### config.mk
export PLATFORM = sky130hd
export DESIGN_NAME = mult_hilo_ctrl
export DESIGN_NICKNAME = d
export VERILOG_FILES = /design/src/rtl/mult_pkg.sv /design/src/rtl/hilo_reg.sv /design/src/rtl/mult_hilo_ctrl.sv
export SDC_FILE = /design/constraint.sdc
export NUM_CORES = 1
export LEC_CHECK = 0
export ABC_AREA = 1
export CAP_MARGIN = 30
export CORE_ASPECT_RATIO = 1.2
export CORE_MARGIN = 2
export CORE_UTILIZATION = 25
export CTS_CLUSTER_SIZE = 16
export DETAILED_ROUTE_END_ITERATION = 12
export DONT_BUFFER_PORTS = 1
export HOLD_SLACK_MARGIN = 0.08
export SLEW_MARGIN = 20
export SYNTH_ARGS = -nofsm -noshare
export SYNTH_HDL_FRONTEND = slang
export SYNTH_SLANG_ARGS = --single-unit
### constraint.sdc
create_clock -name clk -period 4.98 [get_ports clk]
set_clock_uncertainty 0.2 [all_clocks]
set_input_delay 0.747 -clock clk [delete_from_list [all_inputs] [get_ports clk]]
set_output_delay 0.747 -clock clk [all_outputs]
set_load 0.02 [all_outputs]
### src/rtl/mult_pkg.sv
// -----------------------------------------------------------------------------
// mult_pkg
// Shared definitions for the HI/LO multiply controller:
//   - req_op_e    : request opcode encodings (MULT, MTHI, MTLO, MADD)
//   - state_e     : controller state encoding (IDLE, BUSY)
//   - hilo_cmd_e  : update command from the controller to hilo_reg
//   - WATCHDOG_CYCLES_DEF : default watchdog limit in BUSY cycles
// Optional feature macro: MULT_HILO_MADD_EN (enables the MADD accumulate path).
// -----------------------------------------------------------------------------
package mult_pkg;

  typedef enum logic [1:0] {
    OP_MULT = 2'b00,
    OP_MTHI = 2'b01,
    OP_MTLO = 2'b10,
    OP_MADD = 2'b11
  } req_op_e;

  typedef enum logic {
    ST_IDLE = 1'b0,
    ST_BUSY = 1'b1
  } state_e;

  typedef enum logic [2:0] {
    HILO_NONE  = 3'd0,
    HILO_WR_HI = 3'd1,
    HILO_WR_LO = 3'd2,
    HILO_LOAD  = 3'd3,
    HILO_ACC   = 3'd4
  } hilo_cmd_e;

  localparam int WATCHDOG_CYCLES_DEF = 32;

  // Width of a counter that must hold 0 .. n-1 (at least one bit).
  function automatic int cnt_width(input int n);
    return (n > 2) ? $clog2(n) : 1;
  endfunction

endpackage

### src/rtl/hilo_reg.sv
// -----------------------------------------------------------------------------
// hilo_reg
// 64-bit HI/LO storage. Supports 32-bit writes to either half, a full 64-bit
// load of a product and (with MULT_HILO_MADD_EN defined) a modulo-2^64
// accumulate of a product into {hi,lo}.
// Ports:
//   clk, rst  : clock, asynchronous active-high reset (clears HI/LO)
//   cmd       : update command for this edge (hilo_cmd_e)
//   wdata     : 32-bit write data for HILO_WR_HI / HILO_WR_LO
//   prod      : 64-bit product for HILO_LOAD / HILO_ACC
//   hi, lo    : current register contents
// -----------------------------------------------------------------------------
module hilo_reg
  import mult_pkg::*;
(
  input  logic        clk,
  input  logic        rst,
  input  hilo_cmd_e   cmd,
  input  logic [31:0] wdata,
  input  logic [63:0] prod,
  output logic [31:0] hi,
  output logic [31:0] lo
);

  logic [63:0] acc_reg;

  always_ff @(posedge clk or posedge rst) begin
    if (rst) begin
      acc_reg <= 64'd0;
    end else begin
      case (cmd)
        HILO_WR_HI: acc_reg[63:32] <= wdata;
        HILO_WR_LO: acc_reg[31:0]  <= wdata;
        HILO_LOAD:  acc_reg        <= prod;
`ifdef MULT_HILO_MADD_EN
        // Plain 64-bit add: wraps silently, no overflow indication.
        HILO_ACC:   acc_reg        <= acc_reg + prod;
`endif
        default:    acc_reg        <= acc_reg;
      endcase
    end
  end

  assign hi = acc_reg[63:32];
  assign lo = acc_reg[31:0];

endmodule

### src/rtl/mult_hilo_ctrl.sv
// -----------------------------------------------------------------------------
// mult_hilo_ctrl
// Request front-end for an external multi-cycle signed 32x32 multiplier with
// architectural HI/LO registers. Two-state FSM (IDLE/BUSY):
//   IDLE : accepts one request per cycle. MTHI/MTLO write HI/LO at the accept
//          edge; MULT/MADD latch operands and raise mult_begin -> BUSY.
//   BUSY : waits for mult_end; a watchdog aborts after WATCHDOG_CYCLES BUSY
//          cycles without mult_end (sets sticky err, HI/LO untouched).
// Optional feature macro: MULT_HILO_MADD_EN
//   defined   : MADD accumulates the product into {hi,lo}
//   undefined : MADD retires immediately as a no-op (done pulse only)
// Ports:
//   clk, rst              : clock, asynchronous active-high reset
//   req_valid/req_ready   : request handshake (ready high only in IDLE)
//   req_op                : 00 MULT, 01 MTHI, 10 MTLO, 11 MADD
//   req_src1, req_src2    : operands (src1 is write data for MTHI/MTLO)
//   mult_begin            : start/hold to multiplier
//   mult_op1, mult_op2    : registered operands, stable while mult_begin=1
//   product, mult_end     : multiplier result and its (combinational) valid
//   hi, lo                : HI/LO registers
//   done                  : one-cycle pulse when an operation retires
//   err                   : sticky watchdog-abort flag
// -----------------------------------------------------------------------------
module mult_hilo_ctrl
  import mult_pkg::*;
#(
  parameter int WATCHDOG_CYCLES = WATCHDOG_CYCLES_DEF
) (
  input  logic        clk,
  input  logic        rst,
  input  logic        req_valid,
  output logic        req_ready,
  input  logic [1:0]  req_op,
  input  logic [31:0] req_src1,
  input  logic [31:0] req_src2,
  output logic        mult_begin,
  output logic [31:0] mult_op1,
  output logic [31:0] mult_op2,
  input  logic [63:0] product,
  input  logic        mult_end,
  output logic [31:0] hi,
  output logic [31:0] lo,
  output logic        done,
  output logic        err
);

  localparam int WD_W = cnt_width(WATCHDOG_CYCLES);
  localparam logic [WD_W-1:0] WD_LAST = WD_W'(WATCHDOG_CYCLES - 1);

  state_e          state_reg;
  logic            mult_begin_reg;
  logic [31:0]     op1_reg;
  logic [31:0]     op2_reg;
  logic            done_reg;
  logic            err_reg;
  logic [WD_W-1:0] wd_cnt_reg;
`ifdef MULT_HILO_MADD_EN
  logic            madd_reg;
`endif

  req_op_e   op_in;
  hilo_cmd_e hilo_cmd;

  assign op_in = req_op_e'(req_op);

  // HI/LO update must land on the same edge as the accept (MTHI/MTLO) or
  // the mult_end sample (MULT/MADD), so the command is decoded combinationally.
  always_comb begin
    hilo_cmd = HILO_NONE;
    if (state_reg == ST_IDLE) begin
      if (req_valid) begin
        case (op_in)
          OP_MTHI: hilo_cmd = HILO_WR_HI;
          OP_MTLO: hilo_cmd = HILO_WR_LO;
          default: hilo_cmd = HILO_NONE;
        endcase
      end
    end else if (mult_end) begin
`ifdef MULT_HILO_MADD_EN
      hilo_cmd = madd_reg ? HILO_ACC : HILO_LOAD;
`else
      hilo_cmd = HILO_LOAD;
`endif
    end
  end

  always_ff @(posedge clk or posedge rst) begin
    if (rst) begin
      state_reg      <= ST_IDLE;
      mult_begin_reg <= 1'b0;
      op1_reg        <= 32'd0;
      op2_reg        <= 32'd0;
      done_reg       <= 1'b0;
      err_reg        <= 1'b0;
      wd_cnt_reg     <= '0;
`ifdef MULT_HILO_MADD_EN
      madd_reg       <= 1'b0;
`endif
    end else begin
      done_reg <= 1'b0;
      case (state_reg)
        ST_IDLE: begin
          if (req_valid) begin
            case (op_in)
              OP_MTHI, OP_MTLO: done_reg <= 1'b1;
              OP_MULT: begin
                op1_reg        <= req_src1;
                op2_reg        <= req_src2;
                mult_begin_reg <= 1'b1;
                wd_cnt_reg     <= '0;
`ifdef MULT_HILO_MADD_EN
                madd_reg       <= 1'b0;
`endif
                state_reg      <= ST_BUSY;
              end
              default: begin  // OP_MADD
`ifdef MULT_HILO_MADD_EN
                op1_reg        <= req_src1;
                op2_reg        <= req_src2;
                mult_begin_reg <= 1'b1;
                wd_cnt_reg     <= '0;
                madd_reg       <= 1'b1;
                state_reg      <= ST_BUSY;
`else
                done_reg       <= 1'b1;
`endif
              end
            endcase
          end
        end
        ST_BUSY: begin
          // mult_end takes priority over a simultaneous watchdog expiry.
          if (mult_end) begin
            mult_begin_reg <= 1'b0;
            done_reg       <= 1'b1;
            state_reg      <= ST_IDLE;
          end else if (wd_cnt_reg == WD_LAST) begin
            mult_begin_reg <= 1'b0;
            err_reg        <= 1'b1;
            state_reg      <= ST_IDLE;
          end else begin
            wd_cnt_reg     <= wd_cnt_reg + 1'b1;
          end
        end
        default: begin
          mult_begin_reg <= 1'b0;
          state_reg      <= ST_IDLE;
        end
      endcase
    end
  end

  hilo_reg u_hilo (
    .clk   (clk),
    .rst   (rst),
    .cmd   (hilo_cmd),
    .wdata (req_src1),
    .prod  (product),
    .hi    (hi),
    .lo    (lo)
  );

  assign req_ready  = (state_reg == ST_IDLE);
  assign mult_begin = mult_begin_reg;
  assign mult_op1   = op1_reg;
  assign mult_op2   = op2_reg;
  assign done       = done_reg;
  assign err        = err_reg;

endmodule

After elaboration in Yosys (flattened, before gate mapping)
Cells that the tools add are included.
{ "totals": {"regBits": 137, "latchBits": 0, "mem_bits_rw": 0, "romBits": 0, "in_bits": 134, "out_inout_bits": 132, "n_memories": 0} }
{ "classes": {"n_addsub": 1, "multipliers": 0, "n_div": 0, "n_lt_le_gt_ge": 0, "eq_ne": 11, "shifts": 0, "n_mux": 25, "bitwise": 2, "n_reduce_logical": 7} }
{ "ops": {"columns": ["operator", "n"], "rows": [
  ["one-hot mux 32 bit (2 select lines)", 2],
  ["two-way mux 5 bit", 4],
  ["two-way mux 1 bit", 11],
  ["one-hot mux 5 bit (2 select lines)", 1],
  ["AND reduction 3 bit", 3],
  ["== test 3 x 2 -> 1 bit (second input constant)", 2],
  ["inequality test 2 bit (second input constant)", 3],
  ["one-hot mux 1 bit (2 select lines)", 3],
  ["adder 5 x 1 -> 5 bit (second input constant)", 1],
  ["== test 5 bit (second input constant)", 1],
  ["two-way mux 2 bit", 2],
  ["one-hot mux 2 bit (2 select lines)", 1],
  ["AND reduction 4 bit", 1],
  ["nonzero test 2 bit", 2],
  ["== test 3 x 1 -> 1 bit (second input constant)", 1],
  ["two-way mux 3 bit", 1],
  ["inequality test 3 x 2 -> 1 bit (second input constant)", 1],
  ["== test 2 x 1 -> 1 bit (second input constant)", 1],
  ["== test 2 bit (second input constant)", 1],
  ["zero test 2 bit", 1],
  ["inequality test 2 x 1 -> 1 bit (second input constant)", 1],
  ["inverter 1 bit", 2]
]} }

Logic depth before layout (Yosys ltp)
{ "depth": {"ltp_word": 6, "ltp_mapped": 9, "depth_no_buf": 8} }

By module
Synthesis repeated with hierarchy kept, for this count alone.
{ "unflattened": {"cells_unflattened": 767, "hier_area_um2": 6199.7} }
{ "modules_own_cells": {"columns": ["mod", "n_inst", "cells_each", "area_each_um2", "seq_area_each_um2"], "rows": [
  ["hilo_reg", 1, 427, 3153.0, 1601.5],
  ["mult_hilo_ctrl", 1, 340, 3046.7, 1826.8]
]} }

Worst setup path after synthesis
Ideal clock, no wire load.
{ "synth_path": {"kind": "input-to-reg", "startpoint": "in req_op[0]", "endpoint": "reg u_hilo.acc_reg[10]", "setup_time_ns": 0.126, "arrival_time_ns": 1.370, "required_time_ns": 4.654, "setup_slack_ns": 3.284, "path_stages": 5, "n_path_buf": 1, "cell_sequence": "inv_1 > nand2_1 > o21ai_4 > buf_2 > o21ai_0"} }
{ "synth_via": {"elab_chain_len": 6, "elab_cells_between_ends": 9, "cone_classes": "4 x eq/ne; 4 x mux; 1 x reduce/logical"} }
{ "synth_rtl": {"columns": ["item", "line_no", "source"], "rows": [
  ["start: declaration", "mult_hilo_ctrl.sv:33", "input logic [1:0] req_op,"],
  ["== test 2 bit or == test 2 x 1 -> 1 bit (tied branches)", "mult_hilo_ctrl.sv:72", "case (op_in)"],
  ["one-hot mux 2 bit (2 select lines) (*)", "mult_hilo_ctrl.sv:72", null],
  ["two-way mux 2 bit (*)", "mult_hilo_ctrl.sv:71", "if (req_valid) begin"],
  ["two-way mux 3 bit (*)", "mult_hilo_ctrl.sv:70", "if (state_reg == ST_IDLE) begin"],
  ["== test 3 x 2 -> 1 bit", "hilo_reg.sv:31", "case (cmd)"],
  ["one-hot mux 32 bit (2 select lines) or nonzero test 2 bit (tied branches)", null, null],
  ["end signal: assignment", "hilo_reg.sv:33", "HILO_WR_LO: acc_reg[31:0] <= wdata;"],
  ["end signal: assignment", "hilo_reg.sv:34", "HILO_LOAD: acc_reg <= prod;"],
  ["end signal: assignment", "hilo_reg.sv:39", "default: acc_reg <= acc_reg;"],
  ["end: declaration", "hilo_reg.sv:25", "logic [63:0] acc_reg;"]
]} }
Mark *: on every way between the ends. The rest lies on a longest branch, timed or not.
A chain may end at the register's enable or synchronous reset.

Final worst setup path
{ "layout_path": {"startpoint": "reg state_reg", "endpoint": "reg op2_reg[21] (netlist: mult_op2[21])"} }
{ "layout_via": {"elab_chain_len": 2} }
{ "layout_rtl": {"columns": ["item", "line_no", "source"], "rows": [
  ["start: declaration", "mult_hilo_ctrl.sv:50", "state_e state_reg;"],
  ["start signal: assignment", "mult_hilo_ctrl.sv:89", "state_reg <= ST_IDLE;"],
  ["start signal: assignment", "mult_hilo_ctrl.sv:114", "state_reg <= ST_BUSY;"],
  ["start signal: assignment", "mult_hilo_ctrl.sv:136", "state_reg <= ST_IDLE;"],
  ["inverter 1 bit (no source line)", null, null],
  ["named net req_ready", "mult_hilo_ctrl.sv:32", "output logic req_ready,"],
  ["AND reduction 3 bit (no source line)", null, null],
  ["end signal: assignment", "mult_hilo_ctrl.sv:108", "op2_reg <= req_src2;"],
  ["end: declaration", "mult_hilo_ctrl.sv:53", "logic [31:0] op2_reg;"]
]} }
The timed path passes the listed nets, and every way through them passes these cells.

==> qor.csv <==
stage,metric,value,unit
outcome,status,finished clean,
critical_path,WP data arrival,3.07,ns
logic_synthesis,main combinational cell family by area after synthesis,simple AND/OR/NAND/NOR gates,
critical_path,crit start category,register,
placed_design,dpl hpwl,13070,microns
power_and_ir_drop,NetSw,1.239,mW
finish,most frequent cells in the layout,"nand2_1 (367), dfrtp_1 (136), inv_1 (70)",
placed_design,gpl congestion,0.8710,
floorplanning,initial core utilization,0.2552,
logic_synthesis,post-synth top area cell,dfrtp_1,
logic_synthesis,simple-gate portion of the synthesized area,0.2894,
critical_path,Top Family by Delay on Critical Path,buffers and inverters,
power_and_ir_drop,Int Power,2.310,mW
clock_network,clock root buffer,clkbuf_16,
sta,Min Hold Slack,0.2435,ns
power_and_ir_drop,power per cell area,506.8,nW/um^2
routing,Antenna Nets Post-Route,0,
routing,First-pass DRT Iterations,4,
critical_path,Worst Path Max Fanout,72,
logic_synthesis,Compound-Gate Fraction of Synth Area,0.06383,
clock_network,clk sink count,137,
logic_synthesis,Synth Area per Inst,7.928,sq um
critical_path,critical path class,reg2reg,
power_and_ir_drop,switching share of power,0.3492,
clock_network,"Clk pin slew, worst setup/hold paths",0.06,ns
critical_path,critical path required time,5.13,ns
floorplanning,chip height,175.6,microns
power_and_ir_drop,VDD IR max,200.8,uV
grt,vias in the first global route,4781,
floorplanning,core box area,24050,sq um
clock_network,CTS tree,built,
logic_synthesis,Netlist cell types,21,
grt,GRT Overall Usage,0.1449,
clock_network,post-CTS setup buffers,0,
min_path,min-delay worst type,in2reg,
clock_network,H-tree Lvls,4,
power_and_ir_drop,Seq pwr share,0.526,
logic_synthesis,top cell type's share of synthesized area,0.5587,
clock_network,post-cts resize count,0,
routing,drt wl/cell,17.16,microns
routing,average via count per standard cell,4.429,
critical_path,Slowest cell on crit path,buf_4,
sta,Final min period,2.918,ns
sta,Slew @ Worst Pin,0.8633,ns
finish,ANT cells,0,
logic_synthesis,Post-Syn Area,6136,sq um
clock_network,total CTS buffers,17,
routing,routed wire length,18700,microns
logic_synthesis,Synth Instances,774,
sta,Final Cycle Share,0.5859,
routing,DRC violations left,0,
logic_synthesis,Synth Net Count,910,
finish,"commonest non-fill, non-tap cell in the layout",nand2_1,
finish,Final nets,893,
sta,RSZ-0062 raised after global routing,no,
floorplanning,Horiz. Die Dim,147.0,microns
logic_synthesis,multiplexer share of the synthesized area,0,
placed_design,number of port buffers,0,
routing,vias post-DR,4828,
finish,max reg flops,64,
finish,area grow syn2layout,14.11,%
floorplanning,Rows,62,
routing,initial drt markers,286,
grt,first-pass GRT wire length,28570,microns
finish,layout cells sized above 1,0.06364,
logic_synthesis,YS warnings,0,
critical_path,CP Cell Sequence,"buf_4, inv_2, nand2_4, inv_1, nand2_2, buf_4, nand2_1, nand2_1",
sta,Slew HR,0.4224,
logic_synthesis,top area cells in the synthesized netlist,"dfrtp_1 (56%), nand2_1 (23%), nand3_1 (5.4%)",
critical_path,CP bufs+invs,4,
floorplanning,Ports,266,
sta,setup total negative slack,0,ns
power_and_ir_drop,Leak,3.555,nW
logic_synthesis,Synth Area in Adders,0.004078,
grt,largest net degree at the start of global routing,98,
job,Max-cap violations,0,
floorplanning,full die area,25820,sq um
clock_network,clock latency on the worst-skew pair,0.42,ns
sta,Fmax,0.3427,GHz
critical_path,CP max stage delay,0.61,ns
sta,endpoints failing hold,0,
logic_synthesis,post-synthesis sequential element count,137,
power_and_ir_drop,Final Power,3.549,mW
critical_path,R2R setup slack,2.06,ns
critical_path,CP Capture Type,register,
sta,final setup violation count,0,
sta,fin. max-slew vios,0,
power_and_ir_drop,clock power share,0.371,
grt,global route total overflow,0,
power_and_ir_drop,combinational power share,0.103,
grt,initial antenna violation count,0,
logic_synthesis,register area share after synthesis,0.5587,
clock_network,clock buffer depth,2,
logic_synthesis,XOR/XNOR Fraction of Synth Area,0,
## routing by layer
metal	track usage	wire, microns	share of wire
met1	0.1778	7761	0.42
met2	0.2322	8912	0.48
met3	0.05091	1572	0.084
met4	0.06090	455	0.024
met5	0	0	0
## power by group through the flow
stage | logic [mW] | clock network, mW | registers [mW]
2_1_floorplan | 0.309 | 0 | 1.80
3_3_place_gp | 0.359 | 0 | 1.89
3_5_place_dp | 0.372 | 0 | 1.89
4_1_cts | 0.373 | 1.36 | 1.87
5_1_grt | 0.447 | 1.40 | 1.90
6_report | 0.366 | 1.32 | 1.87
## cell families (layout without fill, tap and decap cells)
kind of cell,count (synthesis),count (layout)
flip-flops,137,137
AO/OA/AOI/OAI,73,73
adder cells (fa/ha/maj),2,2
buffers and inverters,116,112
AND/OR/NAND/NOR,446,446
## what timing repair did
action,CTS,global route
hold buffers,0,1
endpoints found under the hold margin,0,20
setup endpoints to repair,0,0
## final cells by class
cell class | instances | area (sq um)
clock buffers | 20 | 466.7
clock inverters | 12 | 147.6
fillers | 2621 | 17050
inverters | 72 | 275.3
multi-input cells | 521 | 2200
flip-flops and latches | 137 | 3430
well taps | 320 | 400.4
repair buffers | 8 | 82.58
## worst paths after layout
kind | endpoint | start | cells past startpoint
max in group asynchronous | u_hilo.acc_reg[10] | rst | 4
min in group asynchronous | mult_op1[7] | rst | 2
max reg2reg | mult_op2[21] | state_reg | 8
max | mult_op2[21] | state_reg | 8
min | mult_op1[13] | req_src1[13] | 2
min reg2reg | wd_cnt_reg[4] | wd_cnt_reg[4] | 2
## through the flow
stage                     worst slack [ns]  area, sq um  std cells  utilization
final                                2.062         7002       1090       0.2912
after global routing                 1.802         7002       1090       0.2912
after CTS                            1.988         6964       1088       0.2896
after detailed placement             2.001         6350       1056       0.2640
after global placement               2.021         6350       1056       0.2640
after floorplan                     0.3652         6136        774            -
## Yosys cell counts
library cell and n:
o21ai_4 2, buf_4 14, buf_2 20, o21ai_0 66
nand2_1 368, nor2_2 1, nor2_1 7, inv_1 71
nand2_2 1, nand3_1 66, nand4_1 1, a31o_2 1
ha_1 2, dfrtp_1 137, o21ai_1 2, clkbuf_1 8
nand3b_1 1, inv_2 1, clkbuf_2 2, a21oi_1 2
nand2_4 1
No activity file was read; power rests on OpenSTA's default activity.
